--- src/rtl/sound_ram_pkg.sv ---
// Shared types and constants for the sound RAM arbiter between the DOC5503
// wavetable fetch port and the sound GLU host port.
package sound_ram_pkg;

   localparam int SND_ADDR_W = 16;
   localparam int SND_DATA_W = 8;

   localparam logic [SND_DATA_W-1:0] ABORT_SAMPLE_DEFAULT = 8'h80;
   localparam logic [SND_DATA_W-1:0] HOST_ABORT_DATA      = 8'hFF;

   typedef enum logic [1:0] {
      IDLE,
      DOC_RD,
      HOST_RD,
      HOST_WR
   } arb_state_t;

endpackage

--- src/rtl/sound_ram_arbiter.sv ---
// Arbitrates the 64 KB sound RAM between DOC wave fetches (priority, with a
// bounded streak) and host accesses, aborting transactions on a stalled RAM.
module sound_ram_arbiter
   import sound_ram_pkg::*;
#(
   parameter int                    MAX_DOC_STREAK = 4,
   parameter int                    TIMEOUT_CYCLES = 64,
   parameter logic [SND_DATA_W-1:0] ABORT_SAMPLE   = ABORT_SAMPLE_DEFAULT
) (
   input  logic                  clk_i,
   input  logic                  reset_i,
   input  logic [SND_ADDR_W-1:0] doc_addr_i,
   input  logic                  doc_rd_i,
   output logic                  doc_ready_o,
   output logic [SND_DATA_W-1:0] doc_data_o,
   input  logic                  host_req_i,
   input  logic                  host_we_i,
   input  logic [SND_ADDR_W-1:0] host_addr_i,
   input  logic [SND_DATA_W-1:0] host_wdata_i,
   output logic                  host_ack_o,
   output logic [SND_DATA_W-1:0] host_rdata_o,
   output logic [SND_ADDR_W-1:0] mem_addr_o,
   output logic                  mem_rd_o,
   output logic                  mem_wr_o,
   output logic [SND_DATA_W-1:0] mem_wdata_o,
   input  logic                  mem_ready_i,
   input  logic [SND_DATA_W-1:0] mem_rdata_i,
   output logic                  busy_o,
   output logic                  doc_overrun_o,
   output logic                  timeout_err_o
);

   localparam int STREAK_W = $clog2(MAX_DOC_STREAK + 1);
   localparam int TMO_W    = $clog2(TIMEOUT_CYCLES + 1);
   localparam logic [STREAK_W-1:0] STREAK_MAX = STREAK_W'(MAX_DOC_STREAK);
   localparam logic [TMO_W-1:0]    TMO_LAST   = TMO_W'(TIMEOUT_CYCLES - 1);

   arb_state_t state_q, state_d;

   logic                  doc_pend_q;
   logic [SND_ADDR_W-1:0] doc_addr_q;
   logic [STREAK_W-1:0]   streak_q;
   logic [TMO_W-1:0]      tmo_cnt_q;
   logic                  first_q;
   logic [SND_ADDR_W-1:0] mem_addr_q;
   logic [SND_DATA_W-1:0] mem_wdata_q;

   logic doc_accept, doc_req, host_starved;
   logic grant_doc, grant_host;
   logic done_ok, done_abort;

   // A strobe is accepted only when nothing from the DOC is pending or in
   // flight; a fresh strobe competes in IDLE the same cycle it arrives.
   always_comb begin
      doc_accept   = doc_rd_i && !doc_pend_q;
      doc_req      = doc_pend_q || doc_accept;
      host_starved = host_req_i && (streak_q == STREAK_MAX);
      done_ok      = (state_q != IDLE) && mem_ready_i;
      done_abort   = (state_q != IDLE) && !mem_ready_i && (tmo_cnt_q == TMO_LAST);
   end

   // NOTE: state_d takes a default before the case so no path leaves it
   // unassigned, which would otherwise infer a latch.
   always_comb begin
      state_d = state_q;
      unique case (state_q)
         IDLE: begin
            if (doc_req && !host_starved) state_d = DOC_RD;
            else if (host_req_i)          state_d = host_we_i ? HOST_WR : HOST_RD;
         end
         default: begin
            if (done_ok || done_abort) state_d = IDLE;
         end
      endcase
   end

   always_comb begin
      grant_doc  = (state_q == IDLE) && (state_d == DOC_RD);
      grant_host = (state_q == IDLE) && (state_d == HOST_RD || state_d == HOST_WR);
   end

   // NOTE: all clocked state uses non-blocking assignments so every register
   // samples pre-edge values regardless of statement order.
   always_ff @(posedge clk_i) begin
      if (reset_i) state_q <= IDLE;
      else         state_q <= state_d;
   end

   // Output decode: strobes last exactly the first cycle of a transaction.
   always_comb begin
      busy_o      = (state_q != IDLE);
      mem_rd_o    = first_q && (state_q == DOC_RD || state_q == HOST_RD);
      mem_wr_o    = first_q && (state_q == HOST_WR);
      mem_addr_o  = mem_addr_q;
      mem_wdata_o = mem_wdata_q;
   end

   always_ff @(posedge clk_i) begin
      if (reset_i) begin
         doc_pend_q    <= 1'b0;
         doc_addr_q    <= '0;
         streak_q      <= '0;
         tmo_cnt_q     <= '0;
         first_q       <= 1'b0;
         mem_addr_q    <= '0;
         mem_wdata_q   <= '0;
         doc_ready_o   <= 1'b0;
         doc_data_o    <= '0;
         host_ack_o    <= 1'b0;
         host_rdata_o  <= '0;
         doc_overrun_o <= 1'b0;
         timeout_err_o <= 1'b0;
      end else begin
         doc_ready_o <= 1'b0;
         host_ack_o  <= 1'b0;
         first_q     <= 1'b0;

         if (doc_rd_i && doc_pend_q) doc_overrun_o <= 1'b1;
         if (doc_accept) begin
            doc_pend_q <= 1'b1;
            doc_addr_q <= doc_addr_i;
         end

         if (state_q != IDLE) tmo_cnt_q <= tmo_cnt_q + 1'b1;

         if (grant_doc) begin
            mem_addr_q <= doc_pend_q ? doc_addr_q : doc_addr_i;
            tmo_cnt_q  <= '0;
            first_q    <= 1'b1;
            if (streak_q != STREAK_MAX) streak_q <= streak_q + 1'b1;
         end
         if (grant_host) begin
            mem_addr_q  <= host_addr_i;
            mem_wdata_q <= host_wdata_i;
            tmo_cnt_q   <= '0;
            first_q     <= 1'b1;
            streak_q    <= '0;
         end

         if (done_ok || done_abort) begin
            unique case (state_q)
               DOC_RD: begin
                  doc_ready_o <= 1'b1;
                  doc_data_o  <= done_ok ? mem_rdata_i : ABORT_SAMPLE;
                  doc_pend_q  <= 1'b0;
               end
               HOST_RD: begin
                  host_ack_o   <= 1'b1;
                  host_rdata_o <= done_ok ? mem_rdata_i : HOST_ABORT_DATA;
               end
               HOST_WR: begin
                  host_ack_o <= 1'b1;
                  if (done_abort) host_rdata_o <= HOST_ABORT_DATA;
               end
               default: ;
            endcase
         end
         if (done_abort) timeout_err_o <= 1'b1;
      end
   end

endmodule

--- config.mk ---
export PLATFORM = sky130hd
export DESIGN_NAME = sound_ram_arbiter
export DESIGN_NICKNAME = d
export VERILOG_FILES = /design/src/rtl/sound_ram_pkg.sv /design/src/rtl/sound_ram_arbiter.sv
export SDC_FILE = /design/constraint.sdc
export NUM_CORES = 1
export LEC_CHECK = 0
export BUFFER_PORTS_ARGS = -buffer_cell sky130_fd_sc_hd__clkbuf_2
export CAP_MARGIN = 40
export CORE_MARGIN = 4
export CORE_UTILIZATION = 50
export DETAILED_ROUTE_END_ITERATION = 10
export HOLD_SLACK_MARGIN = 0.12
export PLACE_DENSITY_LB_ADDON = 0.15
export SKIP_LAST_GASP = 1
export SLEW_MARGIN = 30
export SYNTH_ARGS = -nofsm -noshare
export SYNTH_HDL_FRONTEND = slang
export SYNTH_SLANG_ARGS = --single-unit
--- constraint.sdc ---
create_clock -name clk_i -period 2.34 [get_ports clk_i]
set_input_delay 0.117 -clock clk_i [delete_from_list [all_inputs] [get_ports clk_i]]
set_output_delay 0.117 -clock clk_i [all_outputs]
set_load 0.02 [all_outputs]
==> metrics, run 1 <==
mux cell area share after synthesis=0.006332; Mapped Nets=~410; Max IR drop VDD=approximately 460 uV; area of the multi-input gates=approximately 0.0015 sq mm; ys flop type=dfxtp_1; setup_tns=0 ns; first-pass GRT wire length=around 14000 um; H-tree depth=3; kind of critical path=flip-flop to flip-flop; Clock Root Buffer=clkbuf_8; Yosys cell types=43; Die H=roughly 88 um; worst-margin pin slew=roughly 0.66 ns; initial antenna violation count=0; Seq cells post-synth=74; minimum clock period=roughly 2.2 ns; number of synthesized flops with an enable pin=0; total power=around 3000 uW; remaining antenna violation count after routing=0; Final Hold Fails=0; hpwl dp=roughly 5200 um; critical path capture point type=flip-flop; TritonRoute pass-1 iters=4; number of global-route vias before repair=between 2000 and 3000; largest net degree at the start of global routing=38; R2R setup slack=0.19 ns; global route overflow=0; CTS tree=yes; ANT cells=0; Max-Cap Viols=0; Reg area=around 0.0015 sq mm; Crit Path Max Fanout=25; 1st-iter DRT viols=226; CP endpoint=mem_addr_o[8]; Rel. slew slack=0.5580; syn avg cell area=9.034 sq um; Hold Startpoint=doc_rd_i; initial core utilization=0.5247; Synth Area in Adders=0.02770; Syn Std Cell Area=between 0.003 and 0.004 sq mm; Post-Synth Simple-Gate Area=0.1840; CTS clock-pin slew for the worst setup and hold paths=0.08 ns; yosys warns=0; Setup crit start=state_q[1]; IO Pins=~100; stages on the worst setup path=6; status=completed; Worst Path Buf+Inv=1; asr flop ratio synth=0; kind of cell adding the most delay to the critical path=compound AO/OA/AOI/OAI gates; Crit Reg-Reg Endpoint=mem_addr_o[8]; filler instances=around 460; clock buffer depth=2; CTS Sinks=74; die area=0.007660 sq mm; Setup crit start kind=flip-flop; fin nets=between 500 and 600; Port Buffers=100; met2 WL=roughly 4200 um; Crit-path slowest cell=nor4bb_1; worst-skew pair later-pin latency=0.34 ns; post-synthesis compound-gate area fraction=0.2497; wire length on met1=between 3000 and 4000 um; DR DRC count=0; Total GRT Usage=0.2246; crit path cell chain=inv_1 -> ha_1 -> nor4bb_1 -> a31oi_4 -> o21ai_0 -> o2bb2ai_1; Die Wd=87.52 um; Core ar.=~0.006 sq mm; hold path cells=3; Hold Slack=between 0.15 and 0.2 ns; Cells after Synth=between 300 and 400; Post-CTS Resized=0; WP data required=approximately 2.6 ns; DR top layer=met4; vias per inst=roughly 5.2; RSZ-0062 raised after global routing=false; final slew viol count=0; wire per inst=~15 um; sequential fraction of the synthesis area=0.4685; layout cell share with drive strength beyond 1=0.2820; power per cell area=slightly below 700 mW/mm^2; Routed WL=about 8400 um; FMAX=around 460 MHz; CP max stage delay=0.60 ns; num rows=28; Area Overhead vs Synth=39.89%; Leak=roughly 0.0019 uW; wire length on met3=between 400 and 500 um; Crit path arrival time=roughly 2.4 ns; global placement routability congestion=about 0.75; final setup fails=0; period utilization=0.9206; Num CTS Buffers=9; DR vias=2991; Worst R2R Path Depth=6; largest family of logic cells by synthesized area=compound AO/OA/AOI/OAI gates; RR Startpoint=state_q[1]; Post-Synth XOR/XNOR Area=0.01662; Clock Skew=approximately 0.012 ns; worst hold-check path type=input pin to flip-flop
==> kinds of logic after synthesis <==
family | count (synthesis)
AOI/OAI and AO/OA | 108
xor gates and xnor gates | 6
adders and majority gates | 7
buffers and inverters | 36
DFF | 74
muxes | 2
and+or+nand+nor | 117
==> area by class of cell <==
type | instances | area share
multi-input combinational | 240 | 0.3488
clock inverter | 7 | 0.01556
sequential | 74 | 0.3349
timing repair buffer | 157 | 0.2405
tap | 75 | 0.02122
inverter | 13 | 0.01103
clock buffer | 9 | 0.02801
==> synthesized netlist by cell type, types with 2 or more instances <==
cell | number | area share
dfxtp_1 | 74 | 0.47
nand2_1 | 51 | 0.061
a21oi_1 | 32 | 0.051
nor2_1 | 22 | 0.026
nor2b_1 | 19 | 0.038
a211oi_1 | 17 | 0.040
o2bb2ai_1 | 17 | 0.047
o21ai_0 | 16 | 0.025
clkbuf_1 | 14 | 0.017
inv_1 | 13 | 0.015
a211oi_2 | 8 | 0.032
a22o_1 | 7 | 0.019
ha_1 | 7 | 0.028
buf_2 | 5 | 0.0079
nand2b_1 | 5 | 0.0099
nor3_1 | 4 | 0.0063
and2_1 | 3 | 0.0059
nand3_1 | 3 | 0.0047
xnor2_1 | 3 | 0.0083
xor2_1 | 3 | 0.0083
buf_1 | 2 | 0.0024
buf_4 | 2 | 0.0047
mux2i_1 | 2 | 0.0063
nor3b_1 | 2 | 0.0047
==> flip-flops by register name, summed over array words and instances (netlist names) <==
| register | flops |
|---|---|
| mem_wdata_o | 8 |
| doc_addr_q | 16 |
| host_ack_o | 1 |
| mem_addr_o | 16 |
| doc_ready_o | 1 |
| streak_q | 3 |
| host_rdata_o | 8 |
| state_q | 2 |
| tmo_cnt_q | 7 |
| doc_overrun_o | 1 |
| doc_pend_q | 1 |
| doc_data_o | 8 |
| first_q | 1 |
| timeout_err_o | 1 |
==> cells in the final DEF, fill, tap and decap left out, types with 9 or more instances in the layout <==
master           n
clkbuf_2       100
a211oi_1        17
nand2_1         51
a21oi_1         32
nor2_1          22
o21ai_0         16
o2bb2ai_1       17
dfxtp_1         74
clkbuf_8         9
inv_1           13
dlygate4sd3_1   49
nor2b_1         18
==> stage by stage <==
| step | utilization | setup slack [ns] | area, sq um | instances |
|---|---|---|---|---|
| final | 0.7340 | 0.1859 | 4423 | 575 |
| after global routing | 0.7340 | 0.03955 | 4423 | 575 |
| after CTS | 0.7340 | 0.2148 | 4423 | 575 |
| after detailed placement | 0.6206 | 0.2379 | 3740 | 510 |
| after global placement | 0.6188 | 0.1239 | 3729 | 510 |
| after floorplan | - | 0.4245 | 3162 | 350 |
==> power by group <==
group,switching (uW),total [uW],internal (uW)
logic,340,602,262
registers,51.5,1390,1340
clock network,487,978,490
total,879,2970,2100
==> timing repair <==
item | in CTS | in global routing
setup buffers | 0 | 0
hold buffers | 49 | 0
hold endpoints to repair | 58 | 0
==> layer usage <==
metal / vias up / global-route usage
met5: - / 0
li1: 1514 / -
met1: 1386 / 0.2722
met2: 83 / 0.3890
met4: 0 / 0.09484
met3: 8 / 0.04163
==> how the worst min path moves through the flow <==
stage / endpoint / slack [ns]
finish: doc_overrun_o / 0.18
global route: doc_pend_q / 0.25
CTS: doc_overrun_o / 0.16
detailed placement: mem_wdata_o[1] / 0.35
global placement: mem_wdata_o[5] / 0.34
floorplan: doc_data_o[0] / 0.25
==> worst register-to-register path, delay by kind of cell (launching register included) <==
family	cells	cell delay, ns
AOI/OAI and AO/OA	3	0.64
DFF	1	0.36
and+or+nand+nor	1	0.60
adders and majority gates	1	0.29
buffers and inverters	1	0.15
Note: power is estimated with default switching activity, not from simulation.
==> inputs of run 2 (changes only) <==
Settings changed: CELL_PAD_IN_SITES_DETAIL_PLACEMENT from default to 2, CELL_PAD_IN_SITES_GLOBAL_PLACEMENT from default to 2, CORE_UTILIZATION 50 to 29.
==> metrics, run 2 (synthesis gave the netlist of run 1 again) <==
total power=3393 uW (was 2974 uW); wire per inst=16.98 um (was 14.57 um); final worst setup slack=0.1226 ns (was 0.1859 ns); remaining antenna violation count after routing=0 (unchanged); Setup crit start=state_q[0] (was state_q[1]); DR vias=3113 (was 2991); Setup crit start kind=flip-flop (unchanged); worst-skew pair later-pin latency=0.35 ns (was 0.34 ns); fin nets=560 (was 556); CP max stage delay=0.41 ns (was 0.60 ns); initial core utilization=0.3022 (was 0.5247); final setup fails=0 (unchanged); CP dominant cell by count=buf_4; Num CTS Buffers=9 (unchanged); Max IR drop VDD=290.9 uV (was 461.0 uV); Port Buffers=100 (unchanged); Clock Skew=0.01026 ns (was 0.01154 ns); IO Pins=101 (unchanged); Comb power frac=0.187 (was 0.202); 1st-iter DRT viols=86 (was 226); Total GRT Usage=0.1779 (was 0.2246); crit path cell chain=inv_1 -> ha_1 -> buf_4 -> buf_4 -> nand4b_4 -> or3_1 -> a22o_4 -> a211oi_2 (was inv_1 -> ha_1 -> nor4bb_1 -> a31oi_4 -> o21ai_0 -> o2bb2ai_1); Worst R2R Path Depth=8 (was 6); P_sw=933.5 uW (was 878.7 uW); Flop pwr share=0.411 (was 0.469); Die H=112.4 um (was 87.52 um); Clock Root Buffer=clkbuf_8 (unchanged); first-pass GRT wire length=18300 um (was 13590 um); TritonRoute pass-1 iters=4 (unchanged); vias per inst=4.864 (was 5.202); DP Worst Slack=0.06573 ns (was 0.2379 ns); number of global-route vias before repair=3580 (was 2993); Hold Slack=0.1367 ns (was 0.1765 ns); global route overflow=0 (unchanged); Final Hold Fails=0 (unchanged); stages on the worst setup path=8 (was 6); RR Startpoint=state_q[0] (was state_q[1]); CTS clock-pin slew for the worst setup and hold paths=0.09 ns (was 0.08 ns); CTS Sinks=74 (unchanged); Area Overhead vs Synth=46.02% (was 39.89%); Max-Cap Viols=0 (unchanged); Clk pwr share=0.402 (was 0.329); Crit-path slowest cell=or3_1 (was nor4bb_1); layout cell share with drive strength beyond 1=0.2937 (was 0.2820); R2R setup slack=0.12 ns (was 0.19 ns); Crit Reg-Reg Endpoint=host_rdata_o[6] (was mem_addr_o[8]); Die Wd=112.4 um (was 87.52 um); CTS tree=yes (unchanged); power per cell area=734.9 mW/mm^2 (was 672.4 mW/mm^2); RSZ-0062 raised after global routing=false (unchanged); kind of cell adding the most delay to the critical path=simple AND/OR/NAND/NOR gates (was compound AO/OA/AOI/OAI gates); period utilization=0.9476 (was 0.9206); Sw Ratio=0.2751 (was 0.2955); final slew viol count=0 (unchanged); CP endpoint=host_rdata_o[6] (was mem_addr_o[8]); fin cells=640 (was 575); Core ar.=0.01046 sq mm (was 0.006026 sq mm); Cells after DPL=576 (was 510); minimum clock period=2.217 ns (was 2.154 ns); num rows=37 (was 28); Internal=2460 uW (was 2095 uW); worst-margin pin slew=0.6480 ns (was 0.6601 ns); Crit Path Max Fanout=11 (was 25); commonest cells after routing, fill and taps aside=clkbuf_2 (100), dfxtp_1 (73), nand2_1 (51), dlygate4sd3_1 (48), a21oi_1 (30) (was clkbuf_2 (100), dfxtp_1 (74), nand2_1 (51), dlygate4sd3_1 (49), a21oi_1 (32)); hpwl dp=7261 um (was 5244 um); WP data required=2.60 ns (was 2.56 ns); most common cell after layout, fill and taps aside=clkbuf_2 (unchanged); kind of critical path=flip-flop to flip-flop (unchanged); DR DRC count=0 (unchanged); Crit path arrival time=2.48 ns (was 2.38 ns); critical path capture point type=flip-flop (unchanged); Rel. slew slack=0.5621 (was 0.5580); worst hold-check path type=input pin to flip-flop (unchanged); setup_tns=0 ns (unchanged); FMAX=451.0 MHz (was 464.2 MHz); H-tree depth=3 (unchanged); largest net degree at the start of global routing=39 (was 38); status=completed (unchanged); Leak=0.001917 uW (was 0.001860 uW); clock buffer depth=2 (unchanged); initial antenna violation count=0 (unchanged); Routed WL=10870 um (was 8376 um); ANT cells=0 (unchanged); die area=0.01264 sq mm (was 0.007660 sq mm); Worst Path Buf+Inv=3 (was 1); global placement routability congestion=0.7096 (was 0.7537)
## run 2: worst min-delay path by stage
| stage | start | end | depth (start not counted) | slack, ns |
|---|---|---|---|---|
| floorplan | mem_rdata_i[0] | doc_data_o[0] | 1 | 0.25 |
| finish | mem_ready_i | timeout_err_o | 3 | 0.14 |
| CTS | mem_ready_i | timeout_err_o | 3 | 0.13 |
| global route | mem_ready_i | timeout_err_o | 3 | 0.15 |
| detailed placement | host_wdata_i[1] | mem_wdata_o[1] | 3 | 0.35 |
| global placement | host_wdata_i[0] | mem_wdata_o[0] | 3 | 0.35 |
## run 2: metal layers
metal / GRT usage / wire (um) / part of all wire / vias to the layer above
met2: 0.3500 / 5919 / 0.54 / 62
met1: 0.1945 / 4411 / 0.41 / 1527
met4: 0.04087 / 99 / 0.0091 / 0
met3: 0.03396 / 437 / 0.040 / 8
met5: 0 / 0 / 0 / -
li1: - / - / - / 1516
## run 2: repair_timing
| action | CTS | global route |
|---|---|---|
| resized for setup | 1 | 2 |
| hold buffers | 48 | 0 |
| hold endpoints to repair | 56 | 0 |
| cloned | 0 | 0 |
| endpoints found under the setup margin | 2 | 17 |
| buffers inserted | 0 | 0 |
## run 2: cell type report
type                            instances  area [sq um]
Clock inverter                          6         136.4
Timing Repair Buffer                  161          1091
Sequential cell                        74          1485
Inverter                               13         48.80
Clock buffer                           10         137.6
Multi-Input combinational cell        240          1548
Tap cell                              136         170.2
Fill cell                            1150          5846
## run 2: per-stage QoR
stage            util  instance area (sq um)
2_1_floorplan       -                   3162
3_3_place_gp   0.3676                   3846
3_5_place_dp   0.3685                   3855
4_1_cts        0.4409                   4613
5_1_grt        0.4413                   4617
6_report       0.4413                   4617
## run 2: worst register-to-register path, delay by kind of cell, from the launching register on
family | cells | cell delay, ns
DFF | 1 | 0.38
adders and majority gates | 1 | 0.22
buffers and inverters | 3 | 0.40
AOI/OAI and AO/OA | 2 | 0.53
and+or+nand+nor | 2 | 0.61
## run 2: power by group through the flow
stage                     clock [uW]  sequential, uW  combinational, uW
final                           1360            1390                635
after global routing            1460            1410                704
after CTS                       1410            1390                640
after detailed placement           0            1420                570
after global placement             0            1420                552
after floorplan                    0            1470                281
